$ cat src/rtl/ysyx_23060191_div_unit.sv
// ysyx_23060191_div_unit
// Multi-cycle radix-2 restoring divider for RV32M DIV/DIVU/REM/REMU.
// Divide-by-zero and signed overflow complete in one cycle. All other
// operations iterate WIDTH times on operand magnitudes, and the sign is
// fixed up when the result is registered.
//
// Handshake: a transfer happens on a rising edge where valid && ready.
//   The request side uses div_valid/div_ready. The result side uses
//   res_valid/res_ready. Once raised, res_valid and res_data hold until
//   the transfer.
//
// Ports:
//   clk, rst_n      clock, asynchronous active-low reset
//   flush           synchronous abort of any in-flight operation
//   div_valid/ready request handshake
//   div_op          00=DIV 01=DIVU 10=REM 11=REMU
//   div_dividend    rs1
//   div_divisor     rs2
//   res_valid/ready result handshake
//   res_data        quotient or remainder
//   dbg_state       current FSM state (0=IDLE 1=CALC 2=DONE)
module ysyx_23060191_div_unit #(
  parameter int WIDTH = 32,
  parameter int CNT_W = 6
) (
  input  logic             clk,
  input  logic             rst_n,
  input  logic             flush,
  input  logic             div_valid,
  output logic             div_ready,
  input  logic [1:0]       div_op,
  input  logic [WIDTH-1:0] div_dividend,
  input  logic [WIDTH-1:0] div_divisor,
  output logic             res_valid,
  input  logic             res_ready,
  output logic [WIDTH-1:0] res_data,
  output logic [1:0]       dbg_state
);

  typedef enum logic [1:0] {
    IDLE = 2'd0,
    CALC = 2'd1,
    DONE = 2'd2
  } state_t;

  state_t             state;
  logic [CNT_W-1:0]   cnt;
  logic               is_rem_q;
  logic               q_sign_q;
  logic               r_sign_q;
  logic [WIDTH-1:0]   quo_q;
  logic [WIDTH-1:0]   rem_q;
  logic [WIDTH-1:0]   dvs_q;

  assign div_ready = (state == IDLE) && !flush;
  assign dbg_state = state;

  // Accept-time decode
  logic             sign_op;
  logic             sa;
  logic             sb;
  logic [WIDTH-1:0] a_abs;
  logic [WIDTH-1:0] b_abs;
  logic             div_by_zero;
  logic             overflow;
  logic [WIDTH-1:0] fast_data;

  always_comb begin
    sign_op     = ~div_op[0];
    sa          = sign_op & div_dividend[WIDTH-1];
    sb          = sign_op & div_divisor[WIDTH-1];
    a_abs       = sa ? -div_dividend : div_dividend;
    b_abs       = sb ? -div_divisor : div_divisor;
    div_by_zero = (div_divisor == '0);
    overflow    = sign_op && (div_dividend == {1'b1, {(WIDTH-1){1'b0}}})
                  && (div_divisor == '1);
    fast_data   = '0;
    if (div_by_zero)
      fast_data = div_op[1] ? div_dividend : '1;
    else if (overflow)
      fast_data = div_op[1] ? '0 : div_dividend;
  end

  // One restoring step. The shifted remainder needs WIDTH+1 bits because
  // rem < divisor can still have its top bit set. The trial's top bit is
  // the borrow, so a clear bit means the subtraction fits.
  logic [WIDTH:0]   rem_sh;
  logic [WIDTH:0]   trial;
  logic [WIDTH-1:0] rem_nx;
  logic [WIDTH-1:0] quo_nx;
  logic [WIDTH-1:0] final_data;

  always_comb begin
    rem_sh     = {rem_q, quo_q[WIDTH-1]};
    trial      = rem_sh - {1'b0, dvs_q};
    rem_nx     = trial[WIDTH] ? rem_sh[WIDTH-1:0] : trial[WIDTH-1:0];
    quo_nx     = {quo_q[WIDTH-2:0], ~trial[WIDTH]};
    final_data = is_rem_q ? (r_sign_q ? -rem_nx : rem_nx)
                          : (q_sign_q ? -quo_nx : quo_nx);
  end

  always_ff @(posedge clk or negedge rst_n) begin
    if (!rst_n) begin
      state     <= IDLE;
      res_valid <= 1'b0;
      res_data  <= '0;
      cnt       <= '0;
      is_rem_q  <= 1'b0;
      q_sign_q  <= 1'b0;
      r_sign_q  <= 1'b0;
      quo_q     <= '0;
      rem_q     <= '0;
      dvs_q     <= '0;
    end else if (flush) begin
      state     <= IDLE;
      res_valid <= 1'b0;
      cnt       <= '0;
    end else begin
      case (state)
        IDLE: begin
          if (div_valid) begin
            is_rem_q <= div_op[1];
            q_sign_q <= sa ^ sb;
            r_sign_q <= sa;
            quo_q    <= a_abs;
            rem_q    <= '0;
            dvs_q    <= b_abs;
            cnt      <= '0;
            if (div_by_zero || overflow) begin
              state     <= DONE;
              res_valid <= 1'b1;
              res_data  <= fast_data;
            end else begin
              state <= CALC;
            end
          end
        end
        CALC: begin
          rem_q <= rem_nx;
          quo_q <= quo_nx;
          cnt   <= cnt + CNT_W'(1);
          if (cnt == CNT_W'(WIDTH-1)) begin
            state     <= DONE;
            res_valid <= 1'b1;
            res_data  <= final_data;
          end
        end
        DONE: begin
          if (res_ready) begin
            state     <= IDLE;
            res_valid <= 1'b0;
          end
        end
        default: begin
          state     <= IDLE;
          res_valid <= 1'b0;
        end
      endcase
    end
  end

endmodule

$ cat config.mk
export PLATFORM = sky130hd
export DESIGN_NAME = ysyx_23060191_div_unit
export DESIGN_NICKNAME = d
export VERILOG_FILES = /design/src/rtl/ysyx_23060191_div_unit.sv
export SDC_FILE = /design/constraint.sdc
export NUM_CORES = 1
export LEC_CHECK = 0
export ABC_AREA = 1
export BUFFER_PORTS_ARGS = -buffer_cell sky130_fd_sc_hd__buf_2
export CELL_PAD_IN_SITES_DETAIL_PLACEMENT = 0
export CELL_PAD_IN_SITES_GLOBAL_PLACEMENT = 1
export CORE_AREA = 2 2 141 280
export DETAILED_ROUTE_END_ITERATION = 16
export DIE_AREA = 0 0 143 282
export GPL_ROUTABILITY_DRIVEN = 0
export GPL_TIMING_DRIVEN = 0
export PLACE_DENSITY_LB_ADDON = 0.1
export SETUP_SLACK_MARGIN = 0.02
export SYNTH_ARGS = -nofsm -noshare
export SYNTH_HDL_FRONTEND = slang
export SYNTH_SLANG_ARGS = --single-unit
$ cat constraint.sdc
create_clock -name clk -period 7.9 [get_ports clk]
set_input_delay 0.79 -clock clk [delete_from_list [all_inputs] [get_ports clk]]
set_output_delay 0.79 -clock clk [all_outputs]
set_load 0.03 [all_outputs]
==> metrics.csv <==
metric,value,unit
status,"finished, final reports clean",
Worst setup SP type,register,
Final nets,2381,
max capacitance violation total,0,
"top cells by area, synth","dfrtp_1 27%, nand2_1 19%, inv_1 8.0%",
Hold Crit Class,in -> async,
Post-synth top flop,dfrtp_1,
crit path time final,5180,ps
pin count of the biggest net entering global routing,85,
Worst R2R Start,quo_q[31],
post-synthesis cell type count,52,
vias in the first global route,15000,
placed inst area,14400,sq um
Crit path max-delay family,simple AND/OR/NAND/NOR gates,
Final Cell Area,15000,sq um
"Top cell by count, worst path",nand2_1,
Critical Path Source,quo_q[31],
GRT Total Usage,30.6,%
# IOs,107,
synthesized flop and latch total,140,
CTS H-tree lvls,4,
die width,143,um
Synth Instances,2146,
Ys Warns,0,
Initial Util,34.7,%
WL/cell,21.7,um
Final setup violation count,0,
n_diodes,0,
top cell type's share of synthesized area,26.6,%
total core area,38000,sq um
sequential area share after synthesis,26.6,%
Syn Std Cell Area,13200,sq um
Rel. slew slack,24.6,%
detailed placement HPWL,51000,um
worst slew pin tran,1130,ps
Resized Gates After CTS,0,
crit path max fanout,10,
layout cells sized above 1,10.6,%
CTS buffer count,17,
# rows,101,
Fmax,193,MHz
TritonCTS clock tree,built,
die area,40300,sq um
Final ANT Viol Nets,0,
hold-fix buffers at CTS,0,
RSZ-0062 raised after global routing,false,
via count,14600,
die height,282,um
Slew Limit Fails,0,
post-DR vias/cell,5.22,
fin crit share,65.6,%
Hold Fails Final Rpt,0,
Port Buf Inserts,105,
most common cell in the netlist,nand2_1,
top post-synthesis cells by count,"658 x nand2_1, 281 x inv_1, 216 x nor2_1",
Root Buffer,clkbuf_16,
"Clk Latency, worst-skew pair",460,ps
Clock Skew,15.4,ps
worst path required time,8240,ps
first-pass GRT wire length,89700,um
Fill cells,4260,
CP peak stage delay,410,ps
Post-synth EDFFs,0,
Avg Inst Size Synth,6.14,sq um
WP data arrival,5520,ps
kind of end point of the critical path,register,
syn nets,2256,
initial antenna violation count,0,
final setup TNS,0,ps
Buf/Inv on CP,5,
DR iter-0 viols,879,
"wirelength, routed",60700,um
gr ovfl total,0,
largest area contributor in the synthesized netlist,dfrtp_1,
"Reg clk slew, reported paths",80,ps
clk buf depth,2,
DR DRC count,0,
setup bufs post-CTS,0,
Post-synth ARST share,100,%
DR pass1 iterations,5,
kind of critical path,reg -> reg,
"Slowest-stage cell, CP",fa_1,
clock sink count,140,
Syn-to-layout area delta,13.5,%
[metal layers]
metal / GRT usage, % / vias to the layer above / wire length (um)
met5: 0 / - / 0
met4: 30.4 / 0 / 7160
met3: 2.55 / 214 / 1580
met2: 57.0 / 427 / 31900
met1: 27.9 / 6784 / 20000
li1: - / 7178 / -
[per-stage QoR]
| step | cells | hold WS, ps | setup WS (ps) | utilization (%) |
|---|---|---|---|---|
| finish | 2799 | 288 | 2720 | 39.3 |
| global route | 2799 | 340 | 2370 | 39.3 |
| CTS | 2799 | 308 | 2810 | 39.3 |
| detailed placement | 2767 | 461 | 2830 | 37.8 |
| global placement | 2766 | 455 | 2860 | 37.7 |
| floorplan | 2146 | 453 | 4110 | - |
[sequential cells by signal (all words and copies together) (netlist names)]
signal and count:
rem_q 32, res_data 32, quo_q 32, res_valid 1, dbg_state 2, r_sign_q 1
dvs_q 32, cnt 6, q_sign_q 1, is_rem_q 1
[layout make-up]
class	instances	area (sq um)	share of cell area [%]
plain buffers	76	359	2.40
clock buffers	19	453	3.03
repair buffers	106	559	3.74
multi-input cells	1634	8210	54.8
clock inverters	13	129	0.861
well taps	515	644	4.31
flip-flops and latches	140	3500	23.4
inverters	296	1110	7.42
[worst paths after layout]
| check | end | slack (ps) | depth (start not counted) |
|---|---|---|---|
| worst max-delay path | res_data[24] | 2720 | 31 |
| worst min-delay path | quo_q[22] | 290 | 1 |
| worst max register to register | res_data[24] | 2720 | 31 |
| worst min register to register | res_valid | 480 | 2 |
| max in group asynchronous | rem_q[31] | 6740 | 2 |
| min in group clk | res_valid | 480 | 2 |
[cells by family after synthesis]
group / share of synthesized area [%]
xor+xnor: 3.85
fa+ha+maj: 3.76
simple gates: 38.5
flops: 26.6
compound gates: 16.2
buf+inv: 11.2
[worst register-to-register path, delay by kind of cell, from the launching register on]
family / cells / cell delay [ps]
adders and majority gates: 3 / 980
buffers and inverters: 5 / 730
AOI/OAI and AO/OA: 3 / 480
and+or+nand+nor: 20 / 2570
DFF: 1 / 320
[layout by cell type (no fill, tap or decap), types with 4 or more instances in the layout]
master	synthesis	routed
nand2_1	658	658
inv_1	281	281
nor2_1	216	216
o21ai_0	148	148
nand3_1	145	145
dfrtp_1	140	140
buf_2	5	109
a21oi_1	93	93
clkbuf_1	52	52
xor2_1	39	39
ha_1	38	38
o22ai_1	30	30
nor3_1	30	30
nand2_2	29	29
xnor2_1	19	19
a31oi_1	17	17
clkbuf_16	0	17
o21a_1	16	16
o221ai_1	16	16
nand4_1	15	15
nor4_1	14	14
o21ai_1	14	14
inv_2	13	13
o211ai_1	13	13
nand3b_1	11	11
nor2_2	9	9
buf_6	8	9
buf_1	9	9
o21bai_1	8	8
nand2_4	6	6
inv_6	0	6
or2_2	5	5
nand3_2	5	5
o31ai_1	5	5
nor3_2	4	4
nor2_4	4	4
Power is left out: the tool's default activity adds up to more than one toggle a clock period on the data nets, which glitch-free logic cannot reach.
